<file path="src/rtl/pp_cond_stream_filter.sv">
// Conditional-directive filter: tracks defined macros and nested `ifdef regions, forwards TEXT from taken branches.
// Latency: one cycle from an accepted TEXT token to out_valid; directives update state in the accept cycle.
// Backpressure: one-entry output register; in_ready = !out_valid | out_ready, held output is stable while stalled.
module pp_cond_stream_filter #(
    parameter int ID_W   = 6,
    parameter int DEPTH  = 8,
    parameter int DATA_W = 16
) (
    input  logic                       clk,
    input  logic                       rst,
    input  logic                       in_valid,
    output logic                       in_ready,
    input  logic [2:0]                 in_kind,
    input  logic [ID_W-1:0]            in_id,
    input  logic [DATA_W-1:0]          in_data,
    output logic                       out_valid,
    input  logic                       out_ready,
    output logic [DATA_W-1:0]          out_data,
    output logic                       active,
    output logic [$clog2(DEPTH+1)-1:0] depth,
    output logic                       err,
    output logic [1:0]                 err_code
);

    localparam int DW = $clog2(DEPTH + 1);
    localparam int AW = (DEPTH > 1) ? $clog2(DEPTH) : 1;
    localparam logic [DW-1:0] DEPTH_MAX = DW'(DEPTH);

    localparam logic [2:0] K_TEXT   = 3'd0;
    localparam logic [2:0] K_DEFINE = 3'd1;
    localparam logic [2:0] K_UNDEF  = 3'd2;
    localparam logic [2:0] K_IFDEF  = 3'd3;
    localparam logic [2:0] K_IFNDEF = 3'd4;
    localparam logic [2:0] K_ELSIF  = 3'd5;
    localparam logic [2:0] K_ELSE   = 3'd6;
    localparam logic [2:0] K_ENDIF  = 3'd7;

    // Branch state per nesting level; zero doubles as the cleared value.
    localparam logic [1:0] S_TAKE = 2'd0;
    localparam logic [1:0] S_SEEK = 2'd1;
    localparam logic [1:0] S_DONE = 2'd2;

    localparam logic [1:0] E_UNMATCHED = 2'd1;
    localparam logic [1:0] E_ELSE_ORD  = 2'd2;
    localparam logic [1:0] E_OVERFLOW  = 2'd3;

    logic [2**ID_W-1:0] bitmap;
    logic [1:0]         st_state [DEPTH];
    logic [DEPTH-1:0]   st_else;

    logic               accept;
    logic [AW-1:0]      top_idx;
    logic [AW-1:0]      push_idx;
    logic [1:0]         top_state;
    logic               top_else;
    logic               at_zero;
    logic               cond_bit;
    logic               load_text;
    logic               err_hit;
    logic [1:0]         err_new;

    assign in_ready  = !out_valid || out_ready;
    assign accept    = in_valid && in_ready;
    assign at_zero   = (depth == '0);
    assign top_idx   = AW'(depth - DW'(1));
    assign push_idx  = AW'(depth);
    assign top_state = at_zero ? S_TAKE : st_state[top_idx];
    assign top_else  = at_zero ? 1'b0 : st_else[top_idx];
    assign active    = at_zero || (top_state == S_TAKE);
    assign cond_bit  = bitmap[in_id];
    assign load_text = accept && (in_kind == K_TEXT) && active;

    // Classify structural errors for the token being offered this cycle.
    always_comb begin
        err_hit = 1'b0;
        err_new = 2'd0;
        case (in_kind)
            K_ELSIF, K_ELSE: begin
                if (at_zero) begin
                    err_hit = 1'b1;
                    err_new = E_UNMATCHED;
                end else if (top_else) begin
                    err_hit = 1'b1;
                    err_new = E_ELSE_ORD;
                end
            end
            K_ENDIF: begin
                if (at_zero) begin
                    err_hit = 1'b1;
                    err_new = E_UNMATCHED;
                end
            end
            K_IFDEF, K_IFNDEF: begin
                if (depth == DEPTH_MAX) begin
                    err_hit = 1'b1;
                    err_new = E_OVERFLOW;
                end
            end
            default: begin
                err_hit = 1'b0;
                err_new = 2'd0;
            end
        endcase
    end

    // One-entry output register: load on an emitted TEXT, otherwise drain on out_ready.
    always_ff @(posedge clk or posedge rst) begin
        if (rst) begin
            out_valid <= 1'b0;
            out_data  <= '0;
        end else if (load_text) begin
            out_valid <= 1'b1;
            out_data  <= in_data;
        end else if (out_ready) begin
            out_valid <= 1'b0;
        end
    end

    // Macro bitmap, nesting stack and sticky error state, updated once per accepted directive.
    always_ff @(posedge clk or posedge rst) begin
        if (rst) begin
            bitmap   <= '0;
            st_else  <= '0;
            depth    <= '0;
            err      <= 1'b0;
            err_code <= 2'd0;
            for (int i = 0; i < DEPTH; i++) begin
                st_state[i] <= S_TAKE;
            end
        end else if (accept) begin
            if (err_hit) begin
                err <= 1'b1;
                if (!err) begin
                    err_code <= err_new;
                end
            end else begin
                case (in_kind)
                    K_DEFINE: begin
                        if (active) bitmap[in_id] <= 1'b1;
                    end
                    K_UNDEF: begin
                        if (active) bitmap[in_id] <= 1'b0;
                    end
                    K_IFDEF, K_IFNDEF: begin
                        // An inactive parent forces the child straight to DONE.
                        if (!active) begin
                            st_state[push_idx] <= S_DONE;
                        end else if (cond_bit ^ (in_kind == K_IFNDEF)) begin
                            st_state[push_idx] <= S_TAKE;
                        end else begin
                            st_state[push_idx] <= S_SEEK;
                        end
                        st_else[push_idx] <= 1'b0;
                        depth             <= depth + DW'(1);
                    end
                    K_ELSIF: begin
                        if (top_state == S_SEEK && cond_bit) begin
                            st_state[top_idx] <= S_TAKE;
                        end else if (top_state == S_TAKE) begin
                            st_state[top_idx] <= S_DONE;
                        end
                    end
                    K_ELSE: begin
                        if (top_state == S_SEEK) begin
                            st_state[top_idx] <= S_TAKE;
                        end else if (top_state == S_TAKE) begin
                            st_state[top_idx] <= S_DONE;
                        end
                        st_else[top_idx] <= 1'b1;
                    end
                    K_ENDIF: begin
                        depth <= depth - DW'(1);
                    end
                    default: begin
                    end
                endcase
            end
        end
    end

endmodule

</file>
<file path="config.mk">
export PLATFORM = sky130hd
export DESIGN_NAME = pp_cond_stream_filter
export DESIGN_NICKNAME = d
export VERILOG_FILES = /design/src/rtl/pp_cond_stream_filter.sv
export SDC_FILE = /design/constraint.sdc
export NUM_CORES = 1
export LEC_CHECK = 0
export BUFFER_PORTS_ARGS = -buffer_cell sky130_fd_sc_hd__buf_2
export CAP_MARGIN = 20
export CORE_MARGIN = 3
export CORE_UTILIZATION = 25
export CTS_CLUSTER_DIAMETER = 100
export DETAILED_ROUTE_END_ITERATION = 12
export SYNTH_ARGS = -nofsm -noshare
export SYNTH_HDL_FRONTEND = slang
export SYNTH_SLANG_ARGS = --single-unit
</file>
<file path="constraint.sdc">
create_clock -name clk -period 4.9 [get_ports clk]
set_clock_uncertainty 0.05 [all_clocks]
set_input_delay 0.735 -clock clk [delete_from_list [all_inputs] [get_ports clk]]
set_output_delay 0.735 -clock clk [all_outputs]
set_load 0.01 [all_outputs]
</file>
==> flow_summary.toml <==
[status]
status = "finished clean"

[critical_path]
crit_path_max_incr_delay_ps = 690
cp-end-kind = "flop"
worstPathRequired_ps = 5050
cp_slowest_cell = "and4_1"
path_class = "flop to flop"
crit_path_start = "depth[1]$_DFFE_PP0P_"
r2r_cells = 9
r2r_start = "depth[1]$_DFFE_PP0P_"
path_max_fanout = 22
cp_num_buf_inv = 2
startpoint_type = "flop"
crit_family = "simple AND/OR/NAND/NOR gates"
crit_chain = "inv_1 > ha_1 > mux4_2 > a221oi_4 > nand2_4 > inv_4 > and4_1 > and2_1 > a31oi_1"
worst-endpoint-arrival_ps = 4180
cp.depth = 9

[final_layout]
antenna_cells = 0
drive_gt1_share_pct = 22.3
fillers = 2657
syn_to_final_growth_pct = 12.1
final_area_mm2 = 0.00721
final_nets = 681
multiInputGateArea_mm2 = 0.00325
regArea_mm2 = 0.00280

[floorplanning]
die_w_um = 166
initial_core_util_pct = 25.5
ios = 55
chipHeight_um = 166
core.rowCount = 58
die_area_mm2 = 0.0277
coreArea_mm2 = 0.0253

[synthesis]
seq_area_frac_synth_pct = 43.6
synth-seq-cells = 112
synthMuxAreaShare_pct = 13.4
synth_nets = 657
syn_avg_cell_area_um2 = 10.3
ys_types = 66
synth_xor_area_share_pct = 1.11
synth_edf_count = 0
synth_fa_ha_area_share_pct = 0.389
synth_cells = 626
netlist_area_mm2 = 0.00643
synth-simple-area-share_pct = 11.0
synth_ff_type = "dfrtp_1"
synth_warnings = 0
synth-compound-area-share_pct = 24.3
ys_async_sr_fraction_pct = 100
synth_top_family_by_area = "compound AO/OA/AOI/OAI gates"

[sta]
fin_crit_sh_pct = 82.3
rsz0062_at_grt = "no"
finalSetupViolCount = 0
maxSlewHeadroom_pct = 49.5
hold_viol = 0
worstMarginPinSlew_ps = 737
final_max_slew_viol_count = 0
setup_tns_ps = 0
finalCriticalPeriod_ps = 4030
max_freq_mhz = 248

[cts]
cts_hold_buf = 0
cts_max_level = 3
cts.sinks = 112
cts_tree = "done"
cts_buffer_depth = 2
path_clk_slew_ps = 80
cts_resized = 0
clockRootBuffer = "clkbuf_16"
postCtsSetupBuffers = 0
numCtsBuffers = 9
worstSkewPairLatency_ps = 360

[detailed_routing]
ant_nets = 0
drtIter0Drc = 503
via_per_inst = 5.38
drc = 0
drt-pass1-iter-count = 6
wl_mm = 17.8
wl_per_cell_um = 18.1
vias = 5298

[power]
comb_power_share_pct = 45.4
ir_drop_uv = 286
switching_share_pct = 41.2
seq_power_share_pct = 36.0
power.switching_mw = 1.65
leakagePower_nw = 3.09
clockPowerShare_pct = 18.6
power.density_mw_per_mm2 = 555
power.internal_mw = 2.35

[min_path]
hold_class = "input port to async pin"

[placed_design]
port_buffers = 54
gp_congestion = 0.873
dp_hpwl_mm = 11.7
post_dp_cell_area_mm2 = 0.00692

[global_routing]
grt_max_degree = 60
grtUsageTotal_pct = 12.7
antenna_found_initial = 0
grtUsageMet2_pct = 20.1
grt_use_met1_pct = 17.7
grtUsageMet3_pct = 2.67
grt_pass1_vias = 5053
grt_overflow = 0
grt_pass1_wl_mm = 28.9
gr-max-usage-layer = "met2"

[job]
cap_violations = 0
through the flow:
stage               hold WS [ps]  std cells  worst slack (ps)  utilization, %  power, mW
floorplan                    399        626              1160               -       2.84
global placement             423        967              1090            27.3       3.22
detailed placement           425        968               963            27.4       3.25
CTS                          316        983               920            28.5       4.01
global route                 348        984               616            28.6       4.27
finish                       312        984               867            28.6       4.00
cell type report:
type	instances	share of cell area, %
clock buffer	9	3.12
clock inverter	6	0.850
inverter	11	0.642
multi-input combinational	443	45.0
sequential	112	38.9
tap	330	5.73
timing repair buffer	73	5.78
worst paths after layout:
check | slack [ps] | end
worst min-delay path | 310 | async pin
worst min register to register | 440 | flop
min in group clk | 440 | flop
worst max-delay path | 870 | flop
max in group asynchronous | 3590 | async pin
worst max register to register | 870 | flop
cells in the mapped netlist (7+ instances only):
cell type	n	area share, %
a31oi_1	121	12
dfrtp_1	112	44
a21oi_1	42	3.3
nor2_1	38	2.2
clkbuf_1	29	1.7
o21ai_0	26	2.0
nand2_1	23	1.3
buf_2	17	1.3
mux2_2	17	3.0
mux4_2	12	4.2
and2_1	10	0.97
inv_1	10	0.58
nand2b_1	10	0.97
mux2_4	9	2.1
nor3_1	9	0.70
buf_6	8	1.4
mux2i_1	8	1.2
nand3_1	8	0.62
and3_1	7	0.68
o22ai_1	7	0.68
or3_1	7	0.68
worst reg2reg max path, cell delays in order, from the launching register on:
cell and delay (ps):
dfrtp_1 510, inv_1 160, ha_1 620, mux4_2 430, a221oi_4 460, nand2_4 230, inv_4 180, and4_1 690
and2_1 420, a31oi_1 160
power by group through the flow:
| stage | Clock, mW | Combinational [mW] | Sequential, mW |
|---|---|---|---|
| floorplan | 0 | 1.42 | 1.42 |
| global placement | 0 | 1.78 | 1.44 |
| detailed placement | 0 | 1.80 | 1.45 |
| CTS | 0.765 | 1.81 | 1.43 |
| global route | 0.804 | 1.98 | 1.48 |
| finish | 0.745 | 1.82 | 1.44 |
cell families after synthesis:
family | after synthesis
AOI/OAI and AO/OA | 244
and+or+nand+nor | 135
DFF | 112
buffers and inverters | 71
muxes | 56
xor gates and xnor gates | 6
adders and majority gates | 2
layer usage:
layer | up-vias | share of wire, %
li1 | 2449 | -
met1 | 2638 | 44
met2 | 197 | 48
met3 | 14 | 6.8
met4 | 0 | 1.0
met5 | - | 0
cells in the final DEF (no fill, tap or decap), drive strengths merged, types with 7 or more instances in the layout:
master	instances
nand3	8
and2	11
mux4	17
o21ai	31
inv	11
and3	8
buf	73
o22ai	7
mux2	31
nor3	9
nor2	40
nand2	24
a21oi	42
or3	7
dfrtp	112
a31oi	121
nand2b	10
mux2i	8
clkbuf	9
No activity file was read; power rests on OpenSTA's default activity.
